[config.mk]
export PLATFORM = sky130hd
export DESIGN_NAME = uart_rx_core
export DESIGN_NICKNAME = d
export VERILOG_FILES = /design/src/rtl/uart_pkg.sv /design/src/rtl/uart_rx_sync.sv /design/src/rtl/uart_rx_core.sv
export SDC_FILE = /design/constraint.sdc
export NUM_CORES = 1
export LEC_CHECK = 0
export ABC_AREA = 1
export BUFFER_PORTS_ARGS = -buffer_cell sky130_fd_sc_hd__buf_4
export CAP_MARGIN = 20
export CORE_MARGIN = 2
export CORE_UTILIZATION = 50
export DETAILED_ROUTE_END_ITERATION = 8
export PLACE_DENSITY = 0.69
export SLEW_MARGIN = 15
export SYNTH_ARGS = -nofsm -noshare
export SYNTH_HDL_FRONTEND = slang
export SYNTH_SLANG_ARGS = --single-unit
[constraint.sdc]
create_clock -name clk -period 4 [get_ports clk]
set_clock_uncertainty 0.05 [all_clocks]
set_input_delay 0.8 -clock clk [delete_from_list [all_inputs] [get_ports clk]]
set_output_delay 0.8 -clock clk [all_outputs]
set_load 0.05 [all_outputs]
[src/rtl/uart_pkg.sv]
// -----------------------------------------------------------------------------
// uart_pkg
// Shared types and constants for the UART receive path.
//   rx_state_t  : receiver FSM state encoding
//   PAR_NONE / PAR_ODD / PAR_EVEN : parity mode selectors for the PARITY parameter
//   bit_clocks(): system clocks per serial bit (integer divide)
// Build option: UART_RX_PARITY_EN adds the PARITY state to the encoding.
// -----------------------------------------------------------------------------
package uart_pkg;

    localparam int PAR_NONE = 0;
    localparam int PAR_ODD  = 1;
    localparam int PAR_EVEN = 2;

    typedef enum logic [2:0] {
        RX_IDLE   = 3'd0,
        RX_START  = 3'd1,
        RX_DATA   = 3'd2,
`ifdef UART_RX_PARITY_EN
        RX_PARITY = 3'd3,
`endif
        RX_STOP   = 3'd4
    } rx_state_t;

    function automatic int bit_clocks(input int clock_freq, input int baud_rate);
        return clock_freq / baud_rate;
    endfunction

endpackage

[src/rtl/uart_rx_sync.sv]
// -----------------------------------------------------------------------------
// uart_rx_sync
// Two-flop synchronizer for the asynchronous serial line. Both flops reset to
// 1 so an idle (high) line is seen during and right after reset.
// Ports:
//   clk   : system clock
//   rst_n : asynchronous active-low reset
//   d     : asynchronous input
//   q     : synchronized output (2-cycle latency)
// -----------------------------------------------------------------------------
module uart_rx_sync (
    input  logic clk,
    input  logic rst_n,
    input  logic d,
    output logic q
);

    logic meta;

    always_ff @(posedge clk or negedge rst_n) begin
        if (!rst_n) begin
            meta <= 1'b1;
            q    <= 1'b1;
        end else begin
            meta <= d;
            q    <= meta;
        end
    end

endmodule

[src/rtl/uart_rx_core.sv]
// -----------------------------------------------------------------------------
// uart_rx_core
// UART receiver: start-bit qualification at mid-bit, LSB-first data sampling,
// optional parity check, stop-bit check, and a one-word output register with
// a valid/ready handshake and an overrun pulse when a frame has to be dropped.
//
// Parameters:
//   CLOCK_FREQ : system clock in Hz
//   BAUD_RATE  : line rate in bit/s
//   DATA_BITS  : data bits per frame (5..9)
//   PARITY     : 0 none, 1 odd, 2 even (only honoured with UART_RX_PARITY_EN)
// Ports:
//   clk        : system clock, rising edge
//   rst_n      : asynchronous active-low reset
//   uart_rx    : asynchronous serial input, idle high
//   data       : received word
//   valid      : data holds an unconsumed word
//   ready      : consumer accepts data when valid & ready
//   frame_err  : stop bit was 0 (qualified by valid)
//   parity_err : parity mismatch (qualified by valid; 0 without parity build)
//   overrun    : one-cycle pulse when a completed frame is dropped
// Build option: define UART_RX_PARITY_EN to include the parity state/check.
//
// state  | meaning
// -------+-----------------------------------------------------------------
// IDLE   | line idle, waiting for a falling edge
// START  | counting to mid start bit; low confirms, high rejects a glitch
// DATA   | sampling DATA_BITS data bits, one per bit period
// PARITY | sampling the parity bit (parity build only)
// STOP   | sampling the stop bit, then straight back to IDLE
// -----------------------------------------------------------------------------
module uart_rx_core
    import uart_pkg::*;
#(
    parameter int CLOCK_FREQ = 50000000,
    parameter int BAUD_RATE  = 115200,
    parameter int DATA_BITS  = 8,
    parameter int PARITY     = 0
) (
    input  logic                 clk,
    input  logic                 rst_n,
    input  logic                 uart_rx,
    output logic [DATA_BITS-1:0] data,
    output logic                 valid,
    input  logic                 ready,
    output logic                 frame_err,
    output logic                 parity_err,
    output logic                 overrun
);

    localparam int CLKS_PER_BIT = bit_clocks(CLOCK_FREQ, BAUD_RATE);
    localparam int CNT_W        = (CLKS_PER_BIT > 2) ? $clog2(CLKS_PER_BIT) : 1;
    localparam int BIT_W        = $clog2(DATA_BITS);

    localparam logic [CNT_W-1:0] CNT_LAST = CNT_W'(CLKS_PER_BIT - 1);
    localparam logic [CNT_W-1:0] CNT_HALF = CNT_W'(CLKS_PER_BIT / 2);
    localparam logic [BIT_W-1:0] BIT_LAST = BIT_W'(DATA_BITS - 1);

`ifdef UART_RX_PARITY_EN
    localparam int        PAR_MODE   = PARITY;
    localparam rx_state_t AFTER_DATA = (PAR_MODE == PAR_NONE) ? RX_STOP : RX_PARITY;
`else
    // Parity hardware is compiled out; any PARITY setting behaves as none.
    localparam bit        PARITY_IGNORED = (PARITY != PAR_NONE);
    localparam rx_state_t AFTER_DATA     = RX_STOP;
`endif

    logic                 rx_s;
    rx_state_t            state;
    rx_state_t            state_next;
    logic [CNT_W-1:0]     cnt;
    logic [BIT_W-1:0]     bit_idx;
    logic [DATA_BITS-1:0] shift_q;
    logic                 ferr_q;
    logic                 load_q;

    logic at_half;
    logic at_last;
    logic last_bit;
    logic cnt_clr;
    logic smp_data;
    logic smp_par;
    logic smp_stop;

    uart_rx_sync u_sync (
        .clk   (clk),
        .rst_n (rst_n),
        .d     (uart_rx),
        .q     (rx_s)
    );

    assign at_half  = (cnt == CNT_HALF);
    assign at_last  = (cnt == CNT_LAST);
    assign last_bit = (bit_idx == BIT_LAST);

    // ---------------------------------------------------------------- state register
    always_ff @(posedge clk or negedge rst_n) begin
        if (!rst_n) begin
            state <= RX_IDLE;
        end else begin
            state <= state_next;
        end
    end

    // ---------------------------------------------------------------- next state
    always_comb begin
        state_next = state;
        case (state)
            RX_IDLE: begin
                if (!rx_s) state_next = RX_START;
            end
            RX_START: begin
                if (at_half) state_next = rx_s ? RX_IDLE : RX_DATA;
            end
            RX_DATA: begin
                if (at_last && last_bit) state_next = AFTER_DATA;
            end
`ifdef UART_RX_PARITY_EN
            RX_PARITY: begin
                if (at_last) state_next = RX_STOP;
            end
`endif
            RX_STOP: begin
                if (at_last) state_next = RX_IDLE;
            end
            default: state_next = RX_IDLE;
        endcase
    end

    // ---------------------------------------------------------------- FSM outputs
    always_comb begin
        cnt_clr  = 1'b0;
        smp_data = 1'b0;
        smp_par  = 1'b0;
        smp_stop = 1'b0;
        case (state)
            RX_IDLE:   cnt_clr  = 1'b1;
            // restarting at mid start bit makes every later sample land mid-bit
            RX_START:  cnt_clr  = at_half;
            RX_DATA:   smp_data = at_last;
`ifdef UART_RX_PARITY_EN
            RX_PARITY: smp_par  = at_last;
`endif
            RX_STOP:   smp_stop = at_last;
            default:   cnt_clr  = 1'b1;
        endcase
    end

    // ---------------------------------------------------------------- bit timing and capture
    always_ff @(posedge clk or negedge rst_n) begin
        if (!rst_n) begin
            cnt     <= '0;
            bit_idx <= '0;
            shift_q <= '0;
            ferr_q  <= 1'b0;
            load_q  <= 1'b0;
        end else begin
            if (cnt_clr || at_last) begin
                cnt <= '0;
            end else begin
                cnt <= cnt + CNT_W'(1);
            end

            if (state == RX_IDLE) begin
                bit_idx <= '0;
            end else if (smp_data) begin
                bit_idx <= last_bit ? '0 : bit_idx + BIT_W'(1);
            end

            // LSB arrives first, so shifting in from the top leaves it at bit 0
            if (smp_data) begin
                shift_q <= {rx_s, shift_q[DATA_BITS-1:1]};
            end

            if (smp_stop) begin
                ferr_q <= ~rx_s;
            end

            // shift_q is not touched again until the next frame's first data
            // sample, so the output register can take it one cycle later
            load_q <= smp_stop;
        end
    end

`ifdef UART_RX_PARITY_EN
    logic perr_q;
    logic par_xor;

    assign par_xor = (^shift_q) ^ rx_s;

    always_ff @(posedge clk or negedge rst_n) begin
        if (!rst_n) begin
            perr_q <= 1'b0;
        end else if (smp_par) begin
            perr_q <= (PAR_MODE == PAR_ODD) ? ~par_xor : par_xor;
        end
    end
`endif

    // ---------------------------------------------------------------- output register
    always_ff @(posedge clk or negedge rst_n) begin
        if (!rst_n) begin
            data      <= '0;
            valid     <= 1'b0;
            frame_err <= 1'b0;
`ifdef UART_RX_PARITY_EN
            parity_err <= 1'b0;
`endif
            overrun   <= 1'b0;
        end else begin
            overrun <= load_q & valid & ~ready;
            if (load_q && (!valid || ready)) begin
                data      <= shift_q;
                frame_err <= ferr_q;
`ifdef UART_RX_PARITY_EN
                parity_err <= perr_q;
`endif
                valid     <= 1'b1;
            end else if (valid && ready) begin
                valid <= 1'b0;
            end
        end
    end

`ifndef UART_RX_PARITY_EN
    assign parity_err = PARITY_IGNORED & 1'b0;
`endif

endmodule

==> results.md <==
* Core Area at 3280 um^2
* Startpoint types: register
* Diodes inserted at 0
* Cell count after synthesis at 183
* Initial drt markers at 29
* Area Overhead vs Synth at 14.6%
* Sw frac at 0.183
* Syn_nets at 191
* Final instance area at 1940 um^2
* RSZ-0062 raised after global routing: no
* HPWL Detailed at 1.97 mm
* First-pass GRT wire length at 5.20 mm
* Post-synthesis cell type count at 26
* PnR Total Power at 0.000734 W
* Worst path cell trace: buf_4
* I/O pins at 16
* Seq/Total Area, Yosys at 0.564
* GRT Overall Usage at 0.173
* CTS root buf: clkbuf_4
* Max-cap check violation count at 0
* Fraction of layout cells with a size suffix above 1 at 0.183
* Setup tns final at 0 ps
* Sequential Power Share at 0.527
* Post-CTS Setup Bufs at 0
* Ys flop type: dfrtp_1
* Avg WL per Cell at 11.1 um
* Mapped Area at 1690 um^2
* Largest net degree at the start of global routing at 39
* WHS at 312 ps
* Most frequent cells in the layout: nand2_1 (44), dfrtp_1 (36), inv_1 (26), nor2_1 (18), o21ai_0 (17)
* Status: complete, no violations
* Worst-path clk slew at 120 ps
* Minimum clock period at 1810 ps
* Crit Path Class: register to output port
* Family with the most delay on the worst path: flip-flops
* Post-DRT Antenna Nets at 0
* Final net count at 209
* Total Die Area at 3860 um^2
* Slew Limit Fails at 0
* Via count at 1,184
* Worst path bufs/invs at 1
* Pre-antenna DRT Iters at 4
* Grt ovf at 0
* Die height at 62.2 um
* Achievable frequency at 551 MHz
* Hold_buf cts at 0
* Final core area utilization at 0.590
* Post-synthesis async set-or-reset flop share at 1.00
* Combinational share of power at 0.016
* Max stage delay cell, worst path: dfrtp_1
* Mapped Avg Cell Area at 9.24 um^2
* Row Count at 21
* Worst Setup End Kind: output port
* Most common cell after layout, fill and taps aside: nand2_1
* Vias in the first global route at 1,233
* DR DRC count at 0
* CTS HTree Levels at 2
* Worst stage delay on the critical path at 420 ps
* Port buffer count at 14
* Number of synthesized register bits at 38
* CTS tree: built
* Clock power share at 0.458
* CP max FO at 2
* Post-synth EDFFs at 0
* YS warnings at 0
* Final setup violation count at 0
* Gpl congestion at 0.850
* Hold Path Class: register to register
* Drt total wl at 2.75 mm
* Peak VDD IR at 0.000260 V
* CTS buffer count at 5
* Area after DPL at 1830 um^2
* Worst endpoint required time at 3150 ps
* Data arrival time of the worst path at 960 ps
* Final period util at 0.454
* Power Dens Cells at 378 nW/um^2
* Post-CTS Resized at 0
* TritonCTS Sinks at 38
* Vias/cell at 4.77
* Hold Vio Cnt, Final at 0
* Clk Latency, worst-skew pair at 350 ps
* Psw at 0.000134 W
* Die Width at 62.2 um
* Int Pwr at 0.000600 W
* Initial Utilization at 0.515
* Clk buf depth at 2
* Total leakage power at 0.995 nW
* Initial antenna violation count at 0
power groups by stage:
stage / clock network (W) / registers (W) / logic (W)
after floorplan: 0 / 0.000394 / 0.00000322
after global placement: 0 / 0.000394 / 0.0000119
after detailed placement: 0 / 0.000394 / 0.0000123
after CTS: 0.000347 / 0.000387 / 0.0000123
after global routing: 0.000364 / 0.000387 / 0.0000136
final: 0.000336 / 0.000387 / 0.0000114
cells by family after synthesis:
group                      share of synthesized area
buffers and inverters                         0.0754
xor gates and xnor gates                      0.0259
adders and majority gates                     0.0296
DFF                                            0.564
other                                        0.00222
AOI/OAI and AO/OA                             0.0658
and+or+nand+nor                                0.224
muxes                                         0.0133
routing by layer:
layer	track usage	up-vias	routed length, um
met5	0	-	0
met4	0.0833	0	74
met3	0.0670	8	134
met2	0.293	20	1390
met1	0.190	553	1150
li1	-	603	-
cell type report:
| type | count | area [um^2] |
|---|---|---|
| inverter | 27 | 101 |
| clock buffer | 6 | 51.3 |
| fill | 297 | 1350 |
| timing repair buffer | 14 | 105 |
| sequential | 38 | 953 |
| tap | 46 | 57.6 |
| multi-input combinational | 115 | 611 |
| clock inverter | 2 | 60.1 |
through the flow:
| step | std cells | setup slack, ps |
|---|---|---|
| CTS | 248 | 2170 |
| global placement | 240 | 2090 |
| detailed placement | 240 | 2060 |
| finish | 248 | 2190 |
| global route | 248 | 2140 |
| floorplan | 183 | 2410 |
flip-flops by register name, indices dropped and copies added (netlist names):
name,flops
frame_err,1
data,8
bit_idx,3
cnt,9
load_q,1
u_sync.q,1
shift_q,8
overrun,1
u_sync.meta,1
state,3
ferr_q,1
valid,1
final timing paths:
| check | start | end | slack [ps] | cells after the start |
|---|---|---|---|---|
| worst max-delay path | data[7]$_DFFE_PN0P_ | data[7] | 2190 | 1 |
| worst min-delay path | u_sync.meta$_DFF_PN1_ | u_sync.q$_DFF_PN1_ | 310 | 0 |
| worst max register to register | cnt[1]$_DFF_PN0_ | bit_idx[2]$_DFFE_PN0P_ | 2380 | 9 |
| worst min register to register | u_sync.meta$_DFF_PN1_ | u_sync.q$_DFF_PN1_ | 310 | 0 |
| max in group asynchronous | rst_n | u_sync.meta$_DFF_PN1_ | 3200 | 1 |
| min in group asynchronous | rst_n | shift_q[2]$_DFFE_PN0P_ | 330 | 1 |
synth_stat cells, drive strengths merged, types with 2 or more instances:
master  count  area share
nand2      47        0.11
nand4       4       0.015
o21ai      19       0.061
mux2        2       0.013
buf         2       0.013
xnor2       2       0.010
nand3      10       0.033
dfstp       2       0.031
xor2        3       0.016
ha          4       0.030
inv        27       0.060
dfrtp      36        0.53
nor2       21       0.062
worst reg2reg max path, cell delays in order, from the launching register on:
cell and delay [ps]:
dfrtp_1 410, inv_1 70, ha_1 170, nand2_1 70, nor2_2 150, nand2_4 110, nor2_8 210, inv_1 150
nand3_1 100, nand2_1 50
No activity file was read; power rests on OpenSTA's default activity.
